### config.mk
export PLATFORM = sky130hd
export DESIGN_NAME = fifo_rd_stream_adapter
export DESIGN_NICKNAME = d
export VERILOG_FILES = /design/src/rtl/fifo_rd_stream_adapter.sv
export SDC_FILE = /design/constraint.sdc
export NUM_CORES = 1
export LEC_CHECK = 0
export ABC_AREA = 1
export CAP_MARGIN = 20
export CORE_AREA = 2 2 53 55
export DETAILED_ROUTE_END_ITERATION = 8
export DIE_AREA = 0 0 55 57
export HOLD_SLACK_MARGIN = 0.05
export PLACE_DENSITY = 0.75
export SYNTH_ARGS = -nofsm -noshare
export SYNTH_HDL_FRONTEND = slang
export SYNTH_SLANG_ARGS = --single-unit
### constraint.sdc
create_clock -name rd_clk -period 2.1 [get_ports rd_clk]
set_clock_uncertainty 0.05 [all_clocks]
set_input_delay 0.42 -clock rd_clk [delete_from_list [all_inputs] [get_ports rd_clk]]
set_output_delay 0.42 -clock rd_clk [all_outputs]
set_load 0.01 [all_outputs]
### src/rtl/fifo_rd_stream_adapter.sv
// Read-side FIFO consumer: pops words into a main+skid buffer and presents them as a valid/ready stream.
// Optional transfer counter port wcnt is enabled by defining FIFO_RD_WCNT_EN.
module fifo_rd_stream_adapter #(
  parameter int DATA_WIDTH = 8,
  parameter int CNT_WIDTH  = 16
) (
  input  logic                  rd_clk,
  input  logic                  rd_rst,
  input  logic                  fifo_empty,
  input  logic [DATA_WIDTH-1:0] rd_data,
  output logic                  rd_en,
`ifdef FIFO_RD_WCNT_EN
  output logic [CNT_WIDTH-1:0]  wcnt,
`endif
  output logic [DATA_WIDTH-1:0] out_data,
  output logic                  out_valid,
  input  logic                  out_ready,
  output logic [1:0]            buf_level
);

  typedef enum logic [1:0] {
    LVL0    = 2'd0,
    LVL1    = 2'd1,
    LVL2    = 2'd2,
    LVL_BAD = 2'd3
  } level_t;

  level_t                  state_reg;
  logic [DATA_WIDTH-1:0]   main_reg;
  logic [DATA_WIDTH-1:0]   skid_reg;
  logic                    consume;

  // Pop decision looks only at the registered level, so out_ready never reaches rd_en.
  assign rd_en     = !fifo_empty && (state_reg != LVL2) && !rd_rst;
  assign out_valid = (state_reg != LVL0);
  assign out_data  = main_reg;
  assign buf_level = state_reg;
  assign consume   = out_valid && out_ready;

  always_ff @(posedge rd_clk or posedge rd_rst) begin
    if (rd_rst) begin
      state_reg <= LVL0;
      main_reg  <= '0;
      skid_reg  <= '0;
    end else begin
      case (state_reg)
        LVL0: begin
          if (rd_en) begin
            main_reg  <= rd_data;
            state_reg <= LVL1;
          end
        end
        LVL1: begin
          if (rd_en && consume) begin
            main_reg <= rd_data;
          end else if (rd_en) begin
            skid_reg  <= rd_data;
            state_reg <= LVL2;
          end else if (consume) begin
            state_reg <= LVL0;
          end
        end
        LVL2: begin
          if (consume) begin
            main_reg  <= skid_reg;
            state_reg <= LVL1;
          end
        end
        default: state_reg <= LVL0;
      endcase
    end
  end

`ifdef FIFO_RD_WCNT_EN
  logic [CNT_WIDTH-1:0] wcnt_reg;

  always_ff @(posedge rd_clk or posedge rd_rst) begin
    if (rd_rst) begin
      wcnt_reg <= '0;
    end else if (consume) begin
      wcnt_reg <= wcnt_reg + 1'b1;
    end
  end

  assign wcnt = wcnt_reg;
`else
  // Counter width only matters when the counter exists; keep it referenced.
  if (CNT_WIDTH < 1) begin : g_cnt_width_unused
  end
`endif

endmodule

### After elaboration in Yosys (flattened, before gate mapping)

Cells that the tools add are included.

* eq/ne operators: 8
* multiplexer cells: 10
* bitwise operators: 1
* reductions and logical operators: 12

Operators with widths (number)
* two-way mux 8 bit: 3
* case mux 8 bit (3 select lines): 1
* two-way mux 2 bit: 5
* inequality test 2 bit (second input constant): 5
* AND reduction 4 bit: 2
* case mux 2 bit (3 select lines): 1
* logical AND 1 bit: 4
* inequality test 3 bit (second input constant): 1
* AND reduction 3 bit: 1
* nonzero test 3 bit: 1
* equality test 2 x 1 -> 1 bit (second input constant): 1
* equality test 2 bit (second input constant): 1
* logical NOT 1 bit: 2
* logical NOT 2 bit: 1
* nonzero test 2 bit: 1
* inverter 1 bit: 1

* register bits: 18
* output and inout bits: 12
* word-level logic and storage cells: 34

### Longest topological paths before layout

* depth in word-level cells: 6
* depth in mapped cells: 6
* mapped depth without buffers: 6

### Worst setup path before layout

Ideal clock, no wire load.

* kind: input port to output port
* start point: input port fifo_empty
* end point: output port rd_en
* data arrival time: 0.767 ns
* required time: 1.630 ns
* setup slack: 0.863 ns
* stages: 2
* buffers on the path: 0
* cell sequence: nor2_2 o21a_1

* longest elaborated chain between the ends: 3

Ends and longest elaborated chain
* from (decl): RTL line 9 `input logic fifo_empty,`
* logical NOT 1 bit: RTL line 34 `assign rd_en = !fifo_empty && (state_reg != LVL2) && !rd_rst;`
* logical AND 1 bit (2 in a row): RTL line 34
* to (decl): RTL line 11 `output logic rd_en,`

No other way between the ends.

### Final worst setup path

* start point: register state_reg[0] (netlist: buf_level[0])
* end point: output port out_valid

* longest elaborated chain between the ends: 1

Ends and longest elaborated chain
* from (decl): RTL line 28 `level_t state_reg;`
* from (signal assigned): RTL line 42 `state_reg <= LVL0;`
* from (signal assigned): RTL line 50 `state_reg <= LVL1;`
* from (signal assigned): RTL line 58 `state_reg <= LVL2;`
* nonzero test 2 bit: RTL line 35 `assign out_valid = (state_reg != LVL0);`
* to (decl): RTL line 16 `output logic out_valid,`

No other way between the ends.

==> impl_metrics.ini <==
[cts]
cts_tree = built
clk_pin_slew_ns = 0.10
cts_hold_buf = 0
cts_setup_buffers = 0
cts.sinks = 18
htree_num_levels = 1
cts_buffers = 3
root_buffer = clkbuf_4
clk_latency_ns = 0.29
clock_path_buffers = 2

[placed_design]
place_ws_ns = -0.0212
port_buffers = 23
place_area_um2 = 1240
dp_hpwl_mm = 1.42
gp_congestion = 0.795

[route]
wl_mm = 1.82
vias = 782
vias_per_cell = 4.57
drc = 0
drtIter0Drc = 30
wl_per_cell_um = 10.7
drtAntennaViolNets = 0
first_pass_iters = 4

[worst_setup_path]
crit_type = register to output port
path_buf_inv = 2
cp-start-kind = register
path_cells = inv_4 -> nand2_8 -> clkdlybuf4s50_1
cp.required_ns = 1.63
max_stage_delay_ns = 0.49
slowest_stage = clkdlybuf4s50_1
cp_max_fo = 10
critPathCaptureType = output port
critical_path_arrival_ns = 1.50
cp_top_family = buffers and inverters

[sta]
hold_viol_final = 0
finalWorstSetupSlack_ns = 0.131
period_needed_ns = 1.97
setup_violations = 0
tightestPinTransition_ns = 0.321
rsz0062_at_grt = no
max_freq_ghz = 0.508
finalCritPeriodShare = 0.937
finalMaxSlewViolations = 0
slew_headroom = 0.784
timing.hold.ws_ns = 0.437

[die]
die_w_um = 55
io_pins = 24
die-area_um2 = 3140
core.rowCount = 19
dieHeight_um = 57
fp.coreArea_um2 = 2620
start_util = 0.367

[synth]
syn_inst = 111
yosysUniqueCellTypes = 16
synth_warnings = 0
avgSynthCellArea_um2 = 8.66
ys_ff_latch = 18
synth_nets = 123
seq_area_frac_synth = 0.469
netlist_area_um2 = 961

[finish]
drive_gt1_frac = 0.200
final_nets = 153
layout_commonest_cell = nand2_1
areaGrowthSynthToFinish_pct = 32.6
final_core_util = 0.487
layout_common_cells = nand2_1, clkdlybuf4s50_1, nand3_1, dfrtp_1, inv_1
n_antenna_cell = 0
final_area_um2 = 1270

[grt]
grt_max_degree = 19
grt_antenna_before_repair = 0
overflow = 0
use_met1 = 0.199
grt_use_met2 = 0.221
grt_pass1_wl_mm = 3.31
busiest_layer = met2
use_met3 = 0.0314
grt_pass1_vias = 751
groute.usage.overall = 0.144

[pwr]
power.density_nw_per_um2 = 838
vdd_ir_drop_max_mv = 0.426
power.leakage_nw = 0.643
total_power_mw = 1.07

[flow_run]
maxCapViolations = 0

[run_status]
status = completed

[hold_path]
holdCritPathClass = register to register
## metal layers
layer  routed length, µm  vias to the layer above  part of all wire
met5                   0                        -                 0
met4                   8                        0            0.0044
met3                  82                        2             0.045
met2                 900                       19              0.49
met1                 833                      347              0.46
li1                    -                      414                 -
## path summary, 6_finish.rpt
check / endpoint / depth (start not counted) / slack, ns / from
min in group asynchronous: out_data[6]$_DFFE_PP0P_ / 4 / 0.55 / rd_rst
worst max register to register: out_data[6]$_DFFE_PP0P_ / 6 / 0.75 / buf_level[1]$_DFFE_PP0P_
worst min-delay path: out_data[6]$_DFFE_PP0P_ / 2 / 0.44 / out_data[6]$_DFFE_PP0P_
worst max-delay path: out_valid / 3 / 0.13 / buf_level[0]$_DFFE_PP0P_
worst min register to register: out_data[6]$_DFFE_PP0P_ / 2 / 0.44 / out_data[6]$_DFFE_PP0P_
max in group asynchronous: buf_level[0]$_DFFE_PP0P_ / 4 / 1.24 / rd_rst
## worst min-delay path: cells and delay by family, from the launching register on
kind          cells  cell delay (ns)
flops             1             0.36
simple gates      2             0.10
## report_power, final
group	leakage [nW]	total (mW)	internal, mW	switching [mW]
combinational	0.396	0.355	0.182	0.174
clock	0.0210	0.211	0.106	0.106
sequential	0.226	0.501	0.443	0.0582
total	0.643	1.07	0.730	0.338
## synthesized netlist by cell type
cell type	count	area, µm²
o21a_1	1	7.51
nand2_4	1	11.3
inv_4	1	6.26
dfrtp_1	18	450
nand3_1	17	85.1
inv_2	3	11.3
nand2_8	2	40.0
buf_6	2	22.5
nor2_1	1	3.75
inv_1	9	33.8
nand2_1	42	158
o21ai_2	8	70.1
nor2_2	2	12.5
nand4_4	1	21.3
o21ai_0	2	10.0
nand3_4	1	17.5
## cells by family after synthesis
family / Yosys count / synth area share
simple gates: 67 / 0.363
buf+inv: 15 / 0.0768
compound gates: 11 / 0.0912
flops: 18 / 0.469
## layout make-up
class                      instances  area, µm²
sequential                        18        452
inverter                          13       51.3
timing repair buffer              27        259
tap                               31       38.8
multi-input combinational         78        437
clock buffer                       4       36.3
fill                             263       1340
## stage by stage
step,TNS (ns),instances
2_1_floorplan,0,111
3_3_place_gp,0,167
3_5_place_dp,-0.0212,167
4_1_cts,0,171
5_1_grt,0,171
6_report,0,171
## repair_timing
action	in CTS	in global routing
resized for setup	1	1
gates cloned	0	0
endpoints found under the setup margin	1	1
(Power assumes the default switching activity.)
